$ cat src/rtl/alu_pkg.sv
// Shared types and limits for the EX-stage multiply-accumulate block.
// Op encoding matches what the multiplier issue logic drives.
package alu_pkg;

  typedef enum logic [1:0] {
    OP_ACC   = 2'b00,
    OP_LOAD  = 2'b01,
    OP_SUB   = 2'b10,
    OP_FLUSH = 2'b11
  } mac_op_t;

  typedef enum logic {
    RUN  = 1'b0,
    HOLD = 1'b1
  } macc_state_t;

  localparam int MAC_N     = 24;
  localparam int MAC_CNT_W = 8;

  localparam logic [MAC_N-1:0] MAC_MAX = {1'b0, {(MAC_N-1){1'b1}}};
  localparam logic [MAC_N-1:0] MAC_MIN = {1'b1, {(MAC_N-1){1'b0}}};

endpackage

$ cat src/rtl/mul_accumulator_if.sv
// Product-in / result-out handshake bundle for mul_accumulator.
// master = upstream multiplier plus writeback consumer, slave = the accumulator.
interface mul_accumulator_if
  import alu_pkg::*;
#(
  parameter int N     = 24,
  parameter int CNT_W = 8
);

  logic             in_valid;
  logic             in_ready;
  mac_op_t          in_op;
  logic [N-1:0]     in_prod;
  logic             in_movf;
  logic [N-1:0]     acc_o;
  logic             out_valid;
  logic             out_ready;
  logic [N-1:0]     out_res;
  logic [CNT_W-1:0] out_cnt;
  logic             out_sat;
  logic             out_movf;

  modport master (
    output in_valid, in_op, in_prod, in_movf, out_ready,
    input  in_ready, acc_o, out_valid, out_res, out_cnt, out_sat, out_movf
  );

  modport slave (
    input  in_valid, in_op, in_prod, in_movf, out_ready,
    output in_ready, acc_o, out_valid, out_res, out_cnt, out_sat, out_movf
  );

endinterface

$ cat src/rtl/mul_accumulator_sat_addsub.sv
// Combinational signed add/subtract with one guard bit.
// Overflow is flagged whenever the guard and sign bits disagree; SAT selects clamp or wrap.
module sat_addsub #(
  parameter int N   = 24,
  parameter int SAT = 1
) (
  input  logic [N-1:0] a,
  input  logic [N-1:0] b,
  input  logic         sub,
  output logic [N-1:0] y,
  output logic         ovf
);

  localparam logic [N-1:0] POS_LIMIT = {1'b0, {(N-1){1'b1}}};
  localparam logic [N-1:0] NEG_LIMIT = {1'b1, {(N-1){1'b0}}};

  logic [N:0] a_ext;
  logic [N:0] b_ext;
  logic [N:0] sum;

  always_comb begin
    a_ext = {a[N-1], a};
    b_ext = {b[N-1], b};
    sum   = sub ? (a_ext - b_ext) : (a_ext + b_ext);
    ovf   = sum[N] ^ sum[N-1];
    y     = sum[N-1:0];
    // The guard bit carries the true sign, so it picks the clamp direction.
    if (ovf && (SAT != 0)) begin
      y = sum[N] ? NEG_LIMIT : POS_LIMIT;
    end
  end

endmodule

$ cat src/rtl/mul_accumulator.sv
// Saturating signed accumulator for multiplier products with sticky flags.
// A FLUSH op snapshots the batch into result registers and holds until downstream takes it.
module mul_accumulator
  import alu_pkg::*;
#(
  parameter int N     = 24,
  parameter int CNT_W = 8,
  parameter int SAT   = 1
) (
  input logic               clk,
  input logic               rst_n,
  mul_accumulator_if.slave  bus
);

  localparam logic [CNT_W-1:0] CNT_MAX = '1;
  localparam logic [CNT_W-1:0] CNT_ONE = CNT_W'(1);

  macc_state_t      state;
  logic [N-1:0]     acc;
  logic [CNT_W-1:0] cnt;
  logic             sat_sticky;
  logic             movf_sticky;

  logic [N-1:0]     res_q;
  logic [CNT_W-1:0] res_cnt_q;
  logic             res_sat_q;
  logic             res_movf_q;

  logic             accept;
  logic [N-1:0]     add_a;
  logic             add_sub;
  logic [N-1:0]     add_y;
  logic             add_ovf;

  assign bus.in_ready  = (state == RUN);
  assign bus.out_valid = (state == HOLD);
  assign bus.acc_o     = acc;
  assign bus.out_res   = res_q;
  assign bus.out_cnt   = res_cnt_q;
  assign bus.out_sat   = res_sat_q;
  assign bus.out_movf  = res_movf_q;

  assign accept = bus.in_valid && (state == RUN);

  // LOAD reuses the adder as 0 + prod, which can never overflow.
  always_comb begin
    add_a   = (bus.in_op == OP_LOAD) ? '0 : acc;
    add_sub = (bus.in_op == OP_SUB);
  end

  sat_addsub #(
    .N   (N),
    .SAT (SAT)
  ) u_addsub (
    .a   (add_a),
    .b   (bus.in_prod),
    .sub (add_sub),
    .y   (add_y),
    .ovf (add_ovf)
  );

  always_ff @(posedge clk or negedge rst_n) begin
    if (!rst_n) begin
      state       <= RUN;
      acc         <= '0;
      cnt         <= '0;
      sat_sticky  <= 1'b0;
      movf_sticky <= 1'b0;
      res_q       <= '0;
      res_cnt_q   <= '0;
      res_sat_q   <= 1'b0;
      res_movf_q  <= 1'b0;
    end else begin
      case (state)
        RUN: begin
          if (accept) begin
            case (bus.in_op)
              OP_LOAD: begin
                acc         <= add_y;
                cnt         <= CNT_ONE;
                sat_sticky  <= add_ovf;
                movf_sticky <= bus.in_movf;
              end
              OP_ACC, OP_SUB: begin
                acc         <= add_y;
                if (cnt != CNT_MAX) begin
                  cnt <= cnt + CNT_ONE;
                end
                sat_sticky  <= sat_sticky | add_ovf;
                movf_sticky <= movf_sticky | bus.in_movf;
              end
              OP_FLUSH: begin
                res_q       <= acc;
                res_cnt_q   <= cnt;
                res_sat_q   <= sat_sticky;
                res_movf_q  <= movf_sticky;
                acc         <= '0;
                cnt         <= '0;
                sat_sticky  <= 1'b0;
                movf_sticky <= 1'b0;
                state       <= HOLD;
              end
              default: begin
                acc <= acc;
              end
            endcase
          end
        end
        HOLD: begin
          // Result registers stay frozen until the handshake completes.
          if (bus.out_ready) begin
            state <= RUN;
          end
        end
        default: begin
          state <= RUN;
        end
      endcase
    end
  end

endmodule

$ cat src/flat_wrapper.sv
// flat-port wrapper written by rule: the top's interface ports become plain ports
module mul_accumulator_flat import alu_pkg::*;
#(
  parameter int N     = 24,
  parameter int CNT_W = 8,
  parameter int SAT   = 1
)
  (clk, rst_n, bus_in_valid, bus_in_op, bus_in_prod, bus_in_movf, bus_out_ready, bus_in_ready, bus_acc_o, bus_out_valid, bus_out_res, bus_out_cnt, bus_out_sat, bus_out_movf);
  mul_accumulator_if #(.N(N), .CNT_W(CNT_W)) bus_i ();
  input logic clk;
  input logic rst_n;
  input wire logic [$bits(bus_i.in_valid)-1:0] bus_in_valid;
  input wire logic [$bits(bus_i.in_op)-1:0] bus_in_op;
  input wire logic [$bits(bus_i.in_prod)-1:0] bus_in_prod;
  input wire logic [$bits(bus_i.in_movf)-1:0] bus_in_movf;
  input wire logic [$bits(bus_i.out_ready)-1:0] bus_out_ready;
  output wire logic [$bits(bus_i.in_ready)-1:0] bus_in_ready;
  output wire logic [$bits(bus_i.acc_o)-1:0] bus_acc_o;
  output wire logic [$bits(bus_i.out_valid)-1:0] bus_out_valid;
  output wire logic [$bits(bus_i.out_res)-1:0] bus_out_res;
  output wire logic [$bits(bus_i.out_cnt)-1:0] bus_out_cnt;
  output wire logic [$bits(bus_i.out_sat)-1:0] bus_out_sat;
  output wire logic [$bits(bus_i.out_movf)-1:0] bus_out_movf;
  assign bus_i.in_valid = bus_in_valid;
  assign bus_i.in_op = bus_in_op;
  assign bus_i.in_prod = bus_in_prod;
  assign bus_i.in_movf = bus_in_movf;
  assign bus_i.out_ready = bus_out_ready;
  assign bus_in_ready = bus_i.in_ready;
  assign bus_acc_o = bus_i.acc_o;
  assign bus_out_valid = bus_i.out_valid;
  assign bus_out_res = bus_i.out_res;
  assign bus_out_cnt = bus_i.out_cnt;
  assign bus_out_sat = bus_i.out_sat;
  assign bus_out_movf = bus_i.out_movf;
  mul_accumulator #(.N(N), .CNT_W(CNT_W), .SAT(SAT)) u_core (.clk(clk), .rst_n(rst_n), .bus(bus_i));
endmodule
$ cat config.mk
export PLATFORM = sky130hd
export DESIGN_NAME = mul_accumulator_flat
export DESIGN_NICKNAME = d
export VERILOG_FILES = /design/src/rtl/alu_pkg.sv /design/src/rtl/mul_accumulator_if.sv /design/src/rtl/mul_accumulator_sat_addsub.sv /design/src/rtl/mul_accumulator.sv /design/src/flat_wrapper.sv
export SDC_FILE = /design/constraint.sdc
export NUM_CORES = 1
export LEC_CHECK = 0
export ABC_AREA = 1
export CAP_MARGIN = 10
export CORE_MARGIN = 8
export CORE_UTILIZATION = 49
export CTS_CLUSTER_DIAMETER = 50
export DETAILED_ROUTE_END_ITERATION = 16
export GPL_TIMING_DRIVEN = 0
export PLACE_DENSITY = 0.77
export SLEW_MARGIN = 10
export SYNTH_ARGS = -nofsm -noshare
export SYNTH_HDL_FRONTEND = slang
export SYNTH_SLANG_ARGS = --single-unit
$ cat constraint.sdc
create_clock -name clk -period 2.1 [get_ports clk]
set_clock_uncertainty 0.05 [all_clocks]
set_input_delay 0.42 -clock clk [delete_from_list [all_inputs] [get_ports clk]]
set_output_delay 0.42 -clock clk [all_outputs]
set_load 0.05 [all_outputs]
==> out/results.txt <==
status: finished with violations
failing checks: negative setup slack
row count: 38
fmax: 304 MHz
min Tclk post-route: 3.29 ns
worst rel slew slack: 0.624
GRT Util Overall: 0.231
largest net degree at the start of global routing: 65
WL/cell: 15.7 um
placed cell area: 0.00664 mm^2
Seq/Total Area, Yosys: 0.317
final hold vios: 0
GRT Residual Overflow: 0
Synth Cell Area: 0.00545 mm^2
fin. max-slew vios: 0
final total power: 11.4 mW
post-detail-place hpwl: 12200 um
Design Area, Final: 0.00775 mm^2
met2 GRT Util: 0.402
Min Hold Slack: 0.380 ns
Starting Density: 0.503
TritonCTS Sinks: 69
share of cells above drive strength 1: 0.257
setup total negative slack: -28.70 ns
most frequent cells in the layout: 192 x nand2_1, 104 x inv_1, 68 x dfrtp_1, 67 x nor2_1, 66 x clkdlybuf4s50_1
#FFs+latches synth: 69
multiplexer area fraction after synthesis: 0.00826
commonest non-fill, non-tap cell in the layout: nand2_1
die area: 0.0148 mm^2
Clk Tree Root Cell: clkbuf_8
gpl congestion: 0.959
GRT met1 Usage: 0.282
Clock Latency Late Sink: 0.35 ns
leakage: 3.81 nW
Final Util: 0.715
async set or reset register ratio after synthesis: 1.00
fin crit share: 1.57
clk slew on worst S/H paths: 0.08 ns
DRC viols: 0
VDD IR-drop max: 0.862 mV
critical-path maximum fanout: 5
clock tree buffer depth: 2
Post-synth EDFFs: 0
Routed Antenna Nets: 0
actual slew at the worst max-slew pin: 0.561 ns
Mapped Cells: 794
Post-Syn Area per Cell: 6.87 um^2
Max-Cap Viols: 0
critical path type: in2reg
syn_nets: 852
vias: 5788
Post-Synth XOR/XNOR Area: 0.0610
port bufs: 90
post-synthesis compound-gate area fraction: 0.101
Worst setup EP type: flip-flop
Crit path required time: 2.34 ns
largest family of logic cells by synthesized area: simple AND/OR/NAND/NOR gates
critical path startpoint category: input port
worst setup margin: -1.19 ns
vias in the first global route: 5768
I/O pins: 91
Max stage delay cell, worst path: a21oi_4
Simple-Gate Fraction of Synth Area: 0.347
Layout area overhead: 42.1%
die span in y: 121 um
Vias/cell: 5.34
Crit path largest cell delay: 0.27 ns
TritonRoute pass-1 iters: 5
GR Util met3: 0.0349
synth warn: 0
# diodes: 0
core box area: 0.0108 mm^2
CP Data Arrival Time: 3.54 ns
grt peak-use layer: met2
Post-Layout Cell Count: 1083
fin nets: 996
Die Span X: 121 um
Inst Count DP: 1025
Synth Flop Type: dfrtp_1
CTS tree: done
total CTS buffers: 9
final setup fails: 25
Initial DRC Count: 439
most frequent CP cell: nand2_2
Post-Route WL: 17000 um
WP buf/inv: 6
CTS H-Tree Depth: 3
unrepaired setup endpoints after global routing: yes
initial antenna violation count: 0
global-route wire length before repair: 27400 um
worst slack, placed: -2.26 ns
distinct cell type count after synthesis: 35
crit-path cells: buf_12 > inv_12 > nor2_4 > inv_4 > buf_8 > nand2_4 > o211ai_1 > o21bai_4 > a21oi_4 > buf_4 > o211ai_1 > nand2_2 > ha_4 > a21oi_2 > nand2_2 > a21oi_4 > nand3_2 > nand2_2 > nand2_8 > a21oi_4 > buf_6 > nand2_2 > nand2_1
Synth Area in Adders: 0.0633
Power Dens Cells: 1470 mW/mm^2
HP Class: in2async
cell family with most CP delay: compound AO/OA/AOI/OAI gates
-- cell usage after synthesis, types with 2 or more instances --
| master | n | area, um^2 |
|---|---|---|
| and2_1 | 2 | 12.5 |
| a21oi_1 | 25 | 125 |
| buf_6 | 6 | 67.6 |
| nand2_2 | 24 | 150 |
| nand3_1 | 40 | 200 |
| clkbuf_1 | 10 | 37.5 |
| nor3_1 | 9 | 45.0 |
| nand2_4 | 5 | 56.3 |
| xor2_1 | 21 | 184 |
| inv_1 | 106 | 398 |
| nor2_1 | 81 | 304 |
| o21ai_1 | 3 | 15.0 |
| a21oi_2 | 5 | 43.8 |
| nand4_1 | 13 | 81.3 |
| dfrtp_1 | 69 | 1730 |
| mux2_2 | 4 | 45.0 |
| o21ai_0 | 51 | 255 |
| ha_1 | 26 | 325 |
| inv_2 | 8 | 30.0 |
| nand3_2 | 9 | 90.1 |
| o21bai_1 | 5 | 37.5 |
| nor2_2 | 6 | 37.5 |
| xnor2_1 | 17 | 149 |
| nor2_4 | 3 | 33.8 |
| nand2_1 | 235 | 882 |
| o211ai_1 | 2 | 15.0 |
-- area by class of cell --
type / count / area, um^2
plain buffers: 19 / 163
fillers: 868 / 3090
repair buffers: 133 / 1370
clock inverters: 7 / 97.6
multi-input cells: 592 / 3650
inverters: 114 / 447
clock buffers: 9 / 124
well taps: 140 / 175
flip-flops and latches: 69 / 1730
-- repair_timing --
action                                 in CTS  in global routing
buffers inserted                           35                  0
hold buffers                                1                  0
pin swaps                                  65                 21
endpoints found under the hold margin       5                  0
setup endpoints to repair                  26                 59
gates resized for setup                   141                 44
cloned                                      6                  0
-- logic make-up after synthesis --
family          Yosys count
mux                       4
fa+ha+maj                27
compound gates           96
simple gates            427
xor+xnor                 38
buf+inv                 133
flops                    69
-- final timing paths --
kind                                       start  cells after the start                     to  slack, ns
setup / recovery                    bus_in_op[1]                     23   u_core.bus.acc_o[14]      -1.19
hold / removal                             rst_n                      2    u_core.bus.acc_o[8]       0.38
setup reg to reg             u_core.bus.acc_o[1]                     19   u_core.bus.acc_o[14]      -0.78
hold reg to reg            u_core.bus.out_cnt[1]                      2  u_core.bus.out_cnt[1]       0.43
max in group asynchronous                  rst_n                      3   u_core.bus.out_valid       1.09
min in group clk           u_core.bus.out_cnt[1]                      2  u_core.bus.out_cnt[1]       0.43
-- metal layers --
metal	wire, um	vias up
li1	-	2779
met1	7120	2719
met2	8260	252
met3	1260	38
met4	378	0
met5	0	-
-- registers in the layout (all words and copies together), names as in the netlist --
name                  cells
u_core.sat_sticky         1
u_core.bus.out_movf       1
u_core.bus.out_res       24
u_core.bus.out_valid      1
u_core.movf_sticky        1
u_core.bus.out_sat        1
u_core.bus.out_cnt        8
u_core.cnt                8
u_core.bus.acc_o         24
-- report_power, final --
| part | total [mW] | switching, mW | internal [mW] | leakage, nW |
|---|---|---|---|---|
| Combinational | 8.05 | 4.96 | 3.09 | 2.81 |
| Clock | 1.23 | 0.561 | 0.673 | 0.106 |
| Sequential | 2.10 | 0.313 | 1.79 | 0.890 |
| Total | 11.4 | 5.83 | 5.55 | 3.81 |
No activity file was read; power rests on OpenSTA's default activity.
